--- config.mk ---
export PLATFORM = sky130hd
export DESIGN_NAME = if_prefetch
export DESIGN_NICKNAME = d
export VERILOG_FILES = /design/src/rtl/decoder_pkg.sv /design/src/rtl/fetch_fifo.sv /design/src/rtl/if_prefetch.sv
export SDC_FILE = /design/constraint.sdc
export NUM_CORES = 1
export LEC_CHECK = 0
export BUFFER_PORTS_ARGS = -buffer_cell sky130_fd_sc_hd__buf_2
export CORE_MARGIN = 1
export CORE_UTILIZATION = 54
export DETAILED_ROUTE_END_ITERATION = 16
export GPL_TIMING_DRIVEN = 0
export PLACE_DENSITY = 0.8
export SKIP_LAST_GASP = 1
export SLEW_MARGIN = 40
export SYNTH_ARGS = -nofsm -noshare
export SYNTH_HDL_FRONTEND = slang
export SYNTH_SLANG_ARGS = --single-unit
--- constraint.sdc ---
create_clock -name clk -period 5.9 [get_ports clk]
set_input_delay 0.59 -clock clk [delete_from_list [all_inputs] [get_ports clk]]
set_output_delay 0.59 -clock clk [all_outputs]
set_load 0.005 [all_outputs]
--- src/rtl/decoder_pkg.sv ---
`default_nettype none
// ============================================================================
//  Module      : decoder_pkg
//  Description : Shared types and constants for the fetch front end.
//                pc_mux_t selects sequential fetch or a branch redirect,
//                word is the 32-bit machine word, if_state_t is the request
//                FSM encoding and if_entry_t is one instruction-buffer entry.
//  Revision    : 1.0 - initial release
// ============================================================================
package decoder_pkg;

    typedef logic [31:0] word;

    typedef enum logic [0:0] {
        PC_NEXT   = 1'b0,
        PC_BRANCH = 1'b1
    } pc_mux_t;

    // Default instruction-buffer depth and boot address of the fetch unit
    localparam int unsigned IF_DEPTH_DEFAULT = 2;
    localparam word         IF_RESET_PC      = 32'h0000_0000;

    // FETCH: a request may be raised; HOLD: a request is pending its grant
    typedef enum logic [0:0] {
        IF_FETCH = 1'b0,
        IF_HOLD  = 1'b1
    } if_state_t;

    typedef struct packed {
        word instr;
        word pc;
    } if_entry_t;

    // Word-align an address (fetch addresses never carry byte offsets)
    function automatic word if_align(input word a);
        return a & 32'hFFFF_FFFC;
    endfunction

endpackage
`default_nettype wire

--- src/rtl/fetch_fifo.sv ---
`default_nettype none
// ============================================================================
//  Module      : fetch_fifo
//  Description : Circular instruction buffer of DEPTH {instr, pc} entries.
//                Head is read straight from the storage registers, so a word
//                pushed on one edge is visible at o_head after that edge.
//  Ports       : clk      - clock
//                reset    - synchronous, active-low reset
//                i_clear  - synchronous flush (redirect)
//                i_push   - write i_data at the tail
//                i_data   - entry to write
//                i_pop    - retire the head entry
//                o_head   - current head entry
//                o_empty  - no entries stored
//                o_full   - DEPTH entries stored
//                o_count  - number of entries stored
//  Revision    : 1.0 - initial release
// ============================================================================
module fetch_fifo
    import decoder_pkg::*;
#(
    parameter int unsigned DEPTH = IF_DEPTH_DEFAULT
) (
    input  logic                         clk,
    input  logic                         reset,
    input  logic                         i_clear,
    input  logic                         i_push,
    input  if_entry_t                    i_data,
    input  logic                         i_pop,
    output if_entry_t                    o_head,
    output logic                         o_empty,
    output logic                         o_full,
    output logic [$clog2(DEPTH+1)-1:0]   o_count
);

    localparam int unsigned         CW     = $clog2(DEPTH + 1);
    localparam int unsigned         PW     = (DEPTH > 1) ? $clog2(DEPTH) : 1;
    localparam logic [PW-1:0]       c_last = PW'(DEPTH - 1);
    localparam logic [CW-1:0]       c_full = CW'(DEPTH);
    localparam logic [CW-1:0]       c_one  = CW'(1);

    if_entry_t        r_mem [DEPTH];
    logic [PW-1:0]    r_rd;
    logic [PW-1:0]    r_wr;
    logic [CW-1:0]    r_count;
    logic             w_push;
    logic             w_pop;

    function automatic logic [PW-1:0] ptr_inc(input logic [PW-1:0] p);
        return (p == c_last) ? '0 : p + PW'(1);
    endfunction

    assign o_empty = (r_count == '0);
    assign o_full  = (r_count == c_full);
    assign o_count = r_count;
    assign o_head  = r_mem[r_rd];

    assign w_pop  = i_pop && !o_empty;
    // A full buffer can still accept a word when the head leaves this cycle
    assign w_push = i_push && (!o_full || w_pop);

    always_ff @(posedge clk) begin
        if (!reset || i_clear) begin
            r_rd    <= '0;
            r_wr    <= '0;
            r_count <= '0;
        end else begin
            if (w_push) r_wr <= ptr_inc(r_wr);
            if (w_pop)  r_rd <= ptr_inc(r_rd);
            unique case ({w_push, w_pop})
                2'b10:   r_count <= r_count + c_one;
                2'b01:   r_count <= r_count - c_one;
                default: r_count <= r_count;
            endcase
        end
    end

    // Storage needs no reset: entries are only observed below r_count
    always_ff @(posedge clk) begin
        if (w_push) r_mem[r_wr] <= i_data;
    end

endmodule
`default_nettype wire

--- src/rtl/if_prefetch.sv ---
`default_nettype none
// ============================================================================
//  Module      : if_prefetch
//  Description : Instruction prefetch unit. Issues sequential word fetches to
//                instruction memory, keeps at most DEPTH words either in
//                flight or buffered, and hands them in order to the decoder.
//                A branch redirect flushes the buffer and marks every request
//                still in flight to be dropped on return.
//  Option      : IF_BYPASS_EN - when defined, a returning word is forwarded
//                combinationally to instr/instr_pc if the buffer is empty.
//  Ports       : clk           - clock
//                reset         - synchronous, active-low reset
//                pc_mux_sel    - PC_NEXT sequential / PC_BRANCH redirect
//                branch_target - redirect address
//                imem_req      - fetch request
//                imem_addr     - fetch address (word aligned)
//                imem_gnt      - request accepted
//                imem_rvalid   - in-order response valid
//                imem_rdata    - response instruction word
//                instr_valid   - buffer head valid
//                instr         - buffer head instruction
//                instr_pc      - address of instr
//                instr_ready   - decoder consumes the head
//  Revision    : 1.0 - initial release
// ============================================================================
module if_prefetch
    import decoder_pkg::*;
#(
    parameter word         RESET_PC = IF_RESET_PC,
    parameter int unsigned DEPTH    = IF_DEPTH_DEFAULT
) (
    input  logic    clk,
    input  logic    reset,
    input  pc_mux_t pc_mux_sel,
    input  word     branch_target,
    output logic    imem_req,
    output word     imem_addr,
    input  logic    imem_gnt,
    input  logic    imem_rvalid,
    input  word     imem_rdata,
    output logic    instr_valid,
    output word     instr,
    output word     instr_pc,
    input  logic    instr_ready
);

    localparam int unsigned   CW      = $clog2(DEPTH + 1);
    localparam logic [CW:0]   c_depth = (CW+1)'(DEPTH);
    localparam logic [CW-1:0] c_one   = CW'(1);

    if_state_t     r_state;
    if_state_t     w_state_nxt;
    word           r_fetch_pc;
    word           r_resp_pc;
    logic [CW-1:0] r_outstanding;
    logic [CW-1:0] r_discard;
    logic [CW-1:0] w_out_nxt;

    logic          w_redirect;
    word           w_target;
    logic          w_room;
    logic          w_req;
    logic          w_fire;
    logic          w_rsp;
    logic          w_rsp_keep;
    logic          w_push;
    logic          w_pop;
    logic          w_head_valid;
    if_entry_t     w_head;
    if_entry_t     w_rsp_entry;

    if_entry_t     w_fifo_head;
    logic          w_fifo_empty;
    logic          w_fifo_full;
    logic [CW-1:0] w_fifo_count;

    assign w_redirect  = (pc_mux_sel == PC_BRANCH);
    assign w_target    = if_align(branch_target);
    // Buffered words and requests in flight share the DEPTH budget, so a
    // response always finds a free slot
    assign w_room      = ({1'b0, w_fifo_count} + {1'b0, r_outstanding}) < c_depth;
    assign w_req       = (r_state == IF_HOLD) || w_room;
    assign w_fire      = imem_req && imem_gnt;
    // A response with nothing outstanding is a protocol error and is ignored
    assign w_rsp       = imem_rvalid && (r_outstanding != '0);
    assign w_rsp_keep  = w_rsp && (r_discard == '0) && !w_redirect;
    assign w_rsp_entry = '{instr: imem_rdata, pc: r_resp_pc};
    assign w_pop       = instr_valid && instr_ready && !w_fifo_empty;

`ifdef IF_BYPASS_EN
    logic w_bypass;
    assign w_bypass     = w_rsp_keep && w_fifo_empty;
    assign w_head_valid = !w_fifo_empty || w_bypass;
    assign w_head       = w_bypass ? w_rsp_entry : w_fifo_head;
    // A forwarded word that the decoder takes at once never enters the buffer
    assign w_push       = w_rsp_keep && !w_fifo_full && !(w_bypass && instr_ready);
`else
    assign w_head_valid = !w_fifo_empty;
    assign w_head       = w_fifo_head;
    assign w_push       = w_rsp_keep && !w_fifo_full;
`endif

    // Outputs are forced to their idle values while reset is held
    assign imem_req    = reset && w_req;
    assign imem_addr   = reset ? r_fetch_pc : RESET_PC;
    assign instr_valid = reset && w_head_valid;
    assign instr       = reset ? w_head.instr : '0;
    assign instr_pc    = reset ? w_head.pc    : '0;

    fetch_fifo #(
        .DEPTH (DEPTH)
    ) u_fifo (
        .clk     (clk),
        .reset   (reset),
        .i_clear (w_redirect),
        .i_push  (w_push),
        .i_data  (w_rsp_entry),
        .i_pop   (w_pop),
        .o_head  (w_fifo_head),
        .o_empty (w_fifo_empty),
        .o_full  (w_fifo_full),
        .o_count (w_fifo_count)
    );

    // ------------------------------------------------------------------
    // Request FSM
    // ------------------------------------------------------------------
    always_ff @(posedge clk) begin
        if (!reset) r_state <= IF_FETCH;
        else        r_state <= w_state_nxt;
    end

    always_comb begin
        w_state_nxt = r_state;
        unique case (r_state)
            IF_FETCH: if (imem_req && !imem_gnt) w_state_nxt = IF_HOLD;
            IF_HOLD:  if (imem_gnt)              w_state_nxt = IF_FETCH;
            default:                             w_state_nxt = IF_FETCH;
        endcase
        if (w_redirect) w_state_nxt = IF_FETCH;
    end

    // ------------------------------------------------------------------
    // Fetch / response bookkeeping
    // ------------------------------------------------------------------
    always_comb begin
        w_out_nxt = r_outstanding;
        if (w_fire) w_out_nxt = w_out_nxt + c_one;
        if (w_rsp)  w_out_nxt = w_out_nxt - c_one;
    end

    always_ff @(posedge clk) begin
        if (!reset) begin
            r_fetch_pc    <= RESET_PC;
            r_resp_pc     <= RESET_PC;
            r_outstanding <= '0;
            r_discard     <= '0;
        end else begin
            r_outstanding <= w_out_nxt;
            if (w_redirect) begin
                r_fetch_pc <= w_target;
                r_resp_pc  <= w_target;
                // Everything still in flight after this edge is stale,
                // including a request granted in this very cycle
                r_discard  <= w_out_nxt;
            end else begin
                if (w_fire)     r_fetch_pc <= r_fetch_pc + 32'd4;
                // Responses return in order, so the next kept word is
                // always at the address following the previous kept word
                if (w_rsp_keep) r_resp_pc  <= r_resp_pc + 32'd4;
                if (w_rsp && (r_discard != '0)) r_discard <= r_discard - c_one;
            end
        end
    end

endmodule
`default_nettype wire

==> metrics.md <==
| Metric | Value |
|---|---|
| Final period util | `50.5%` |
| R2r startpoint | `r_outstanding[0]` |
| R2R Setup Slk | `2.92 ns` |
| Synthesis Warnings | `0` |
| Worst vdd ir | `0.000205 V` |
| Setup violators final | `0` |
| I/O Buffers | `159` |
| Worst r2r dst | `u_fifo.r_mem[0][43]` |
| Initial antenna violation count | `0` |
| CTS Hold Bufs | `0` |
| CTS root buffer | `clkbuf_16` |
| Async SR Flop Fraction | `0%` |
| Startpoint of the worst hold path | `imem_gnt` |
| Layout cells sized above 1 | `roughly a quarter` |
| Fmax achieved | `336 MHz` |
| Clk sink count | `194` |
| Clock-pin slew on the worst setup and hold paths | `about 0.07 ns` |
| ANT cells | `0` |
| Clock Tree Buf Depth | `2` |
| Wire per inst | `16.7 um` |
| Least-Margin Pin Slew | `0.833 ns` |
| Reg area | `between 0.005 and 0.006 mm2` |
| Via density | `5.35` |
| Final Cell Area | `0.0106 mm2` |
| Chip width | `129 um` |
| Netlist cell types | `46` |
| P&R area growth vs syn | `20.9%` |
| Post-synthesis cell area | `0.00875 mm2` |
| Crit-path max FO | `19` |
| Synth Register Bits | `194` |
| Place WS | `a little under 3 ns` |
| Final nets | `~1000` |
| Hold Path Class | `input port to flop` |
| Max-slew violation count | `0` |
| Worst hold stages | `2` |
| Routed Antenna Nets | `0` |
| # rows | `between 40 and 50` |
| Setup crit end kind | `flop` |
| Maxcap violations | `0` |
| Post-Route Skew | `0.0107 ns` |
| Worst setup margin | `2.92 ns` |
| Setup repair bufs after CTS | `0` |
| EDFF count, synth | `124` |
| Filler Cell Count | `1180` |
| Worst r2r path cells | `11` |
| Largest net degree at the start of global routing | `38` |
| Critical path class | `flop to flop` |
| Post-CTS sizing | `0` |
| DR pass1 iterations | `5` |
| Drt total wl | `approximately 19000 um` |
| Outcome | `finished, final reports clean` |
| Leak | `0.00376 uW` |
| Hpwl dp | `13700 um` |
| RSZ-0062 raised after global routing | `no` |
| Vias in the first global route | `~5700` |
| Die Ht | `129 um` |
| Seq/Total Area, Yosys | `58.6%` |
| DRT iter0 DRCs | `between 300 and 400` |
| Area of the multi-input gates | `0.00339 mm2` |
| First-pass GRT wire length | `a little under 30000 um` |
| CTS tree | `built` |
| Die area | `around 0.017 mm2` |
| CP arrival | `3.12 ns` |
| TritonCTS Buffers | `17` |
| CP required | `6.04 ns` |
| Core ar. | `0.0158 mm2` |
| Relative slew slack | `between 40% and 50%` |
| Synth Area per Inst | `roughly 12 um2` |
| Gate count of the mapped netlist | `between 700 and 800` |
| Routability cong. | `0.871` |
| Via count | `6139` |
| H-tree Lvls | `4` |
| Startpoint Class | `flop` |
| Worst skew pair latency | `0.43 ns` |
| Placed cell area | `slightly below 0.01 mm2` |
| Post-layout minimum cycle time | `2.98 ns` |
| GRT Residual Overflow | `0` |
| IO Count | `168` |
| Final Hold Fails | `0` |
| DR DRC count | `0` |
| Hold Path Sink | `r_state` |
| Initial core utilization | `55.3%` |
| Synth Flop Type | `edfxtp_1` |
| Total global-route track usage | `roughly a quarter` |
| Power per cell area | `a little over 300 mW/mm2` |
placed cells by master (no fill, tap or decap), drive strengths merged, types with 3 or more instances in the layout:
cell and n:
clkinv 5, nor2 18, a21oi 56, nand4 14
clkbuf 43, buf 180, nand2 31, bufinv 5
nand3 25, dfxtp 70, inv 17, edfxtp 124
nor3 16, xnor2 53, nor2b 63, xor2 10
ha 5, or3 3, o21ai 39, nor4 18
conb 4, mux2i 64, and2 40, and4 9
kinds of logic (layout without fill, tap and decap cells):
group / Yosys count / in the layout / synth area share, %
compound gates: 104 / 104 / 6.30
fa+ha+maj: 6 / 6 / 0.944
buf+inv: 58 / 252 / 3.02
simple gates: 244 / 244 / 17.5
other cells: 1 / 4 / 0.0428
xor+xnor: 63 / 63 / 6.30
mux: 64 / 64 / 7.32
flops: 194 / 194 / 58.6
sequential cells by signal, summed over array words and instances (netlist names), named ones only:
register / flops
u_fifo.r_mem: 124
u_fifo.r_wr: 1
r_outstanding: 2
u_fifo.o_count: 2
r_resp_pc: 30
u_fifo.r_rd: 1
r_discard: 2
r_state: 1
r_fetch_pc: 30
per-layer routing:
| metal | global-route usage [%] | part of all wire (%) |
|---|---|---|
| met2 | 38.7 | 47 |
| met5 | 0 | 0 |
| met3 | 4.71 | 6.4 |
| met1 | 31.0 | 44 |
| met4 | 9.13 | 2.2 |
through the flow:
stage               total power [uW]  cells  util, %  hold WS, ns  TNS [ns]
floorplan                       1870    737        -        0.447         0
global placement                2010   1112     62.1        0.485    -22.38
detailed placement              2040   1116     62.8        0.488         0
CTS                             3260   1147     66.8        0.312         0
global route                    3370   1147     66.8        0.321         0
finish                          3250   1147     66.8        0.321         0
critical path, stage by stage, from the launching register on:
cell	delay, ns
dfxtp_1	0.34
inv_1	0.09
ha_1	0.21
and3b_1	0.25
clkbuf_1	0.21
buf_2	0.28
and2_1	0.20
inv_1	0.09
nor2_4	0.42
buf_16	0.23
buf_16	0.18
buf_16	0.16
layout make-up:
cell class / instances / share of cell area, %
Clock buffer: 17 / 4.02
Multi-Input combinational cell: 485 / 32.0
Tap cell: 216 / 2.55
Sequential cell: 194 / 48.4
Timing Repair Buffer: 163 / 8.49
Buffer: 43 / 1.96
Clock inverter: 14 / 1.98
Inverter: 15 / 0.532
how the worst max path moves through the flow:
stage	slack (ns)	endpoint	start	cells after the start
final	2.92	u_fifo.r_mem[0][43]	r_outstanding[0]	11
after global routing	2.75	u_fifo.r_mem[0][35]	r_outstanding[0]	11
after CTS	2.92	u_fifo.r_mem[0][35]	r_outstanding[0]	11
after detailed placement	2.92	u_fifo.r_mem[0][43]	imem_rvalid	10
after global placement	-0.37	u_fifo.r_mem[0][42]	imem_rvalid	7
after floorplan	1.41	u_fifo.r_mem[0][10]	r_outstanding[0]	8
synth_stat cells, types with 2 or more instances:
cell type | instances | area, um2
nand4_1 | 10 | 62.6
nor2b_1 | 63 | 394
nand4_4 | 3 | 63.8
clkbuf_1 | 26 | 97.6
nor3_2 | 2 | 20.0
buf_2 | 10 | 50.1
nand2_1 | 30 | 113
nor4_1 | 9 | 56.3
o21a_1 | 2 | 15.0
xor2_1 | 10 | 87.6
and2_1 | 39 | 244
nor4b_2 | 2 | 30.0
o21ai_0 | 39 | 195
nand3_2 | 2 | 20.0
nor4_2 | 9 | 113
edfxtp_1 | 124 | 3720
nand3_1 | 23 | 115
ha_1 | 5 | 62.6
and4_1 | 7 | 61.3
buf_4 | 5 | 37.5
mux2i_1 | 64 | 641
and4_4 | 2 | 22.5
a21oi_1 | 56 | 280
buf_6 | 2 | 22.5
and3_1 | 2 | 12.5
or3_1 | 3 | 18.8
nor2_1 | 18 | 67.6
dfxtp_1 | 70 | 1400
inv_1 | 15 | 56.3
nor3_1 | 14 | 70.1
xnor2_1 | 53 | 464
report_power, final:
part           leakage, uW  switching (uW)  total, uW  internal, uW
registers          0.00171            58.3       1610          1550
logic              0.00174             220        402           181
clock network     0.000305             486       1230           748
Note: power is estimated with default switching activity, not from simulation.
